File: src/rtl/btn_debounce.sv
// Push-button conditioner: two-flop synchroniser, counter-qualified debounce FSM,
// single-cycle press/release/long-press strobes and a press-toggled level.
module btn_debounce #(
   parameter int unsigned DEBOUNCE_CYCLES = 1000000,
   parameter int unsigned HOLD_CYCLES     = 100000000,
   parameter bit          BTN_ACTIVE_LOW  = 1'b0
) (
   input  logic clk,
   input  logic rst_n,
   input  logic btn_0,
   output logic btn_level,
   output logic press_pulse,
   output logic release_pulse,
   output logic long_press,
   output logic btn_toggle
);

   localparam int unsigned DbCntW   = $clog2(DEBOUNCE_CYCLES + 1);
   localparam int unsigned HoldCntW = $clog2(HOLD_CYCLES + 1);

   localparam logic [DbCntW-1:0]   DbLast   = DbCntW'(DEBOUNCE_CYCLES - 1);
   localparam logic [HoldCntW-1:0] HoldMax  = HoldCntW'(HOLD_CYCLES);
   localparam logic [HoldCntW-1:0] HoldLast = HoldCntW'(HOLD_CYCLES - 1);

   typedef enum logic [1:0] {
      StReleased,
      StPressWait,
      StPressed,
      StReleaseWait
   } state_e;

   state_e              state_q;
   logic [DbCntW-1:0]   db_cnt_q;
   logic [HoldCntW-1:0] hold_cnt_q;
   logic                sync1_q;
   logic                sync2_q;
   logic                pressed_s;

   // Two-flop synchroniser; resets to the released pin level so reset does not look like a press.
   always_ff @(posedge clk) begin
      if (!rst_n) begin
         sync1_q <= BTN_ACTIVE_LOW;
         sync2_q <= BTN_ACTIVE_LOW;
      end else begin
         sync1_q <= btn_0;
         sync2_q <= sync1_q;
      end
   end

   assign pressed_s = sync2_q ^ BTN_ACTIVE_LOW;

   // Debounce FSM with registered level, toggle and one-cycle strobes.
   always_ff @(posedge clk) begin
      if (!rst_n) begin
         state_q       <= StReleased;
         db_cnt_q      <= '0;
         hold_cnt_q    <= '0;
         btn_level     <= 1'b0;
         press_pulse   <= 1'b0;
         release_pulse <= 1'b0;
         long_press    <= 1'b0;
         btn_toggle    <= 1'b0;
      end else begin
         press_pulse   <= 1'b0;
         release_pulse <= 1'b0;
         long_press    <= 1'b0;

         // Hold counter runs while the press is accepted; saturation makes long_press one-shot.
         if ((state_q == StPressed || state_q == StReleaseWait) && hold_cnt_q != HoldMax) begin
            hold_cnt_q <= hold_cnt_q + HoldCntW'(1);
            if (hold_cnt_q == HoldLast) begin
               long_press <= 1'b1;
            end
         end

         case (state_q)
            StReleased: begin
               if (pressed_s) begin
                  state_q  <= StPressWait;
                  db_cnt_q <= '0;
               end
            end
            StPressWait: begin
               if (!pressed_s) begin
                  state_q <= StReleased;
               end else if (db_cnt_q == DbLast) begin
                  state_q     <= StPressed;
                  press_pulse <= 1'b1;
                  btn_level   <= 1'b1;
                  btn_toggle  <= ~btn_toggle;
                  hold_cnt_q  <= '0;
               end else begin
                  db_cnt_q <= db_cnt_q + DbCntW'(1);
               end
            end
            StPressed: begin
               if (!pressed_s) begin
                  state_q  <= StReleaseWait;
                  db_cnt_q <= '0;
               end
            end
            StReleaseWait: begin
               // A bounce back to pressed keeps the hold count running.
               if (pressed_s) begin
                  state_q <= StPressed;
               end else if (db_cnt_q == DbLast) begin
                  state_q       <= StReleased;
                  release_pulse <= 1'b1;
                  btn_level     <= 1'b0;
               end else begin
                  db_cnt_q <= db_cnt_q + DbCntW'(1);
               end
            end
            default: state_q <= StReleased;
         endcase
      end
   end

endmodule
File: config.mk
export PLATFORM = sky130hd
export DESIGN_NAME = btn_debounce
export DESIGN_NICKNAME = d
export VERILOG_FILES = /design/src/rtl/btn_debounce.sv
export SDC_FILE = /design/constraint.sdc
export NUM_CORES = 1
export LEC_CHECK = 0
export CAP_MARGIN = 20
export CORE_ASPECT_RATIO = 0.75
export CORE_MARGIN = 2
export CORE_UTILIZATION = 65
export CTS_CLUSTER_SIZE = 40
export DETAILED_ROUTE_END_ITERATION = 7
export PLACE_DENSITY = 0.95
export REMOVE_ABC_BUFFERS = 1
export SYNTH_ARGS = -nofsm -noshare
export SYNTH_HDL_FRONTEND = slang
export SYNTH_SLANG_ARGS = --single-unit
export TNS_END_PERCENT = 30
File: constraint.sdc
create_clock -name clk -period 6.14 [get_ports clk]
set_input_delay 1.535 -clock clk [delete_from_list [all_inputs] [get_ports clk]]
set_output_delay 1.535 -clock clk [all_outputs]
set_load 0.1 [all_outputs]
==> out/qor.csv <==
metric,value,unit
startpoint_type,flop,
wire_per_inst,15.7,um
cts_sinks,56,
ant_nets,0,
yosys_most_used_dff,dfxtp_1,
drtIter0Drc,241,
worstMarginPinSlew,967,ps
grt_max_degree,28,
ioPinCount,8,
die_width,77.3,um
dp_hpwl,3920,um
skew,14.4,ps
outcome,"complete, no violations",
final_max_slew_viol_count,0,
routed_via_density,6.26,
syn_area,2620,um2
grt_overflow,0,
leakagePower,0.000920,uW
period_needed,3390,ps
antenna_found_initial,0,
hold_class,reg -> reg,
synth_top_cell_area_share,0.428,
drt_wl_total,5610,um
grt_pass1_vias,2014,
grt_first_pass_wirelength,9440,um
ys_seq_elements,56,
post-route-drc-count,0,
tns,0,ps
diodes,0,
num_rows,19,
post-cts-setup-buffer-count,0,
cts_htree_levels,2,
crit_family,buffers and inverters,
max_stage_delay,1150,ps
firstDrtPassIters,5,
slew-limit-headroom,0.354,
pre_cts_ws,2800,ps
start_util,0.697,
required,4610,ps
num_vias,2236,
synth_edf_count,0,
syn-mean-instance-area,8.79,um2
powerDensity,214,nW/um2
syn_inst,298,
n_fill_cell,260,
clock_latency,310,ps
synthDistinctLibCells,45,
max_freq,295,MHz
register_area,1120,um2
cts_root_buffer,clkbuf_8,
gp_congestion,0.884,
syn_to_final_growth,7.84,%
die_y,59.0,um
drive_above_1_share,0.0459,
nets,312,
cts_tree,yes,
cp-end-kind,output pin,
die_area,4560,um2
cts_hold_buf,0,
grt_usage,0.261,
arrival,1860,ps
core,3760,um2
setup_viol,0,
vdd_drop_max,0.204,mV
cts_buffers,5,
portBuffers,7,
yosys.area.top_type,dfxtp_1,
post-route-period-util,0.552,
hold_viol_final,0,
grt_setup_unrepaired,false,
cts_resized,0,
cp_cell_sequence,clkdlybuf4s50_1,
cp_max_fo,3,
synthArstFlopShare,0,
synth_area_leaders,"dfxtp_1 43%, xor2_1 7.4%, nor2_1 5.9%",
setup_ws,2750,ps
synth_warnings,0,
clk_pin_slew,100,ps
slowest_stage,clkdlybuf4s50_1,
crit_buf_inv,1,
drv_cap,0,
ys_seq_area_frac,0.428,
critPathKind,reg -> out,
max-clock-path-buffers,2,
multi_input_area,1440,um2
==> area by class of cell <==
cell class / count / area share
multi-input combinational: 230 / 0.511
sequential: 56 / 0.397
timing repair buffer: 8 / 0.0275
clock buffer: 5 / 0.0244
tap: 52 / 0.0230
clock inverter: 1 / 0.0106
inverter: 5 / 0.00665
==> power breakdown <==
| part | internal [uW] | leakage, uW | switching (uW) |
|---|---|---|---|
| Combinational | 3.33 | 0.000419 | 8.12 |
| Sequential | 364 | 0.000451 | 0.990 |
| Clock | 117 | 0.0000501 | 110 |
==> flip-flops by register name (all words and copies together), names as in the netlist, named ones only <==
name / count
state_q: 1
btn_toggle: 1
db_cnt_q: 20
sync1_q: 1
btn_level: 1
press_pulse: 1
long_press: 1
hold_cnt_q: 27
release_pulse: 1
pressed_s: 1
==> metal layers <==
layer	global-route usage	routed length [um]
met5	0	0
met4	0.0918	85
met3	0.0457	481
met2	0.399	2360
met1	0.379	2680
==> logic make-up after synthesis <==
logic type | after synthesis | synth area share
fa+ha+maj | 3 | 0.0143
compound gates | 30 | 0.0731
buf+inv | 12 | 0.0210
xor+xnor | 35 | 0.117
simple gates | 159 | 0.335
mux | 3 | 0.0115
flops | 56 | 0.428
==> path summary, 6_finish.rpt <==
kind,startpoint,end,slack (ps),cells after the start
max,btn_level$_SDFFE_PN0P_,btn_level,2750,1
min,sync1_q$_SDFF_PN0_,pressed_s$_SDFF_PN0_,460,1
max reg2reg,db_cnt_q[5]$_SDFFE_PN0P_,hold_cnt_q[9]$_SDFF_PN0_,3350,5
min reg2reg,sync1_q$_SDFF_PN0_,pressed_s$_SDFF_PN0_,460,1
==> placed cells by master, fill, tap and decap left out, types with 2 or more instances in the layout <==
cell type        count
mux2i_1              3
xor2_1              22
nor3_1               7
a31oi_1              3
inv_1                5
xnor2_1             13
dfxtp_1             56
a21oi_1              7
ha_1                 3
nor4b_1              3
nand3_1             26
clkbuf_8             5
and3_1               5
clkdlybuf4s50_1      7
o21ai_1              4
and4_1               5
or3_1                7
nand2b_1             2
nor2_1              41
nand4b_1             2
and2_1               9
nand4_1             10
nor4_1               6
o21ai_0              7
or4_1                3
o31ai_1              3
nand2_1             22
==> metrics by stage <==
stage | area, um2 | util | total power (uW) | hold WS (ps) | std cells
3_5_place_dp | 2720 | 0.724 | 383 | 426 | 350
6_report | 2820 | 0.752 | 603 | 455 | 357
3_3_place_gp | 2720 | 0.724 | 383 | 414 | 350
4_1_cts | 2820 | 0.750 | 602 | 448 | 356
2_1_floorplan | 2580 | - | 379 | 412 | 291
5_1_grt | 2820 | 0.752 | 616 | 461 | 357
==> synthesized netlist by cell type (all sizes together), types with 3 or more instances <==
library cell and instances:
nor2 41, and3 5, buf 3, mux2i 3
o31ai 3, and4 5, xor2 22, and2 9
xnor2 13, inv 5, nor4 8, nand4 11
ha 3, a21oi 7, nor4b 3, dfxtp 56
nor3 7, clkbuf 4, or4 4, a31oi 3
nand3 26, or3 7, nand2 22, o21ai 12
Note: power is estimated with default switching activity, not from simulation.
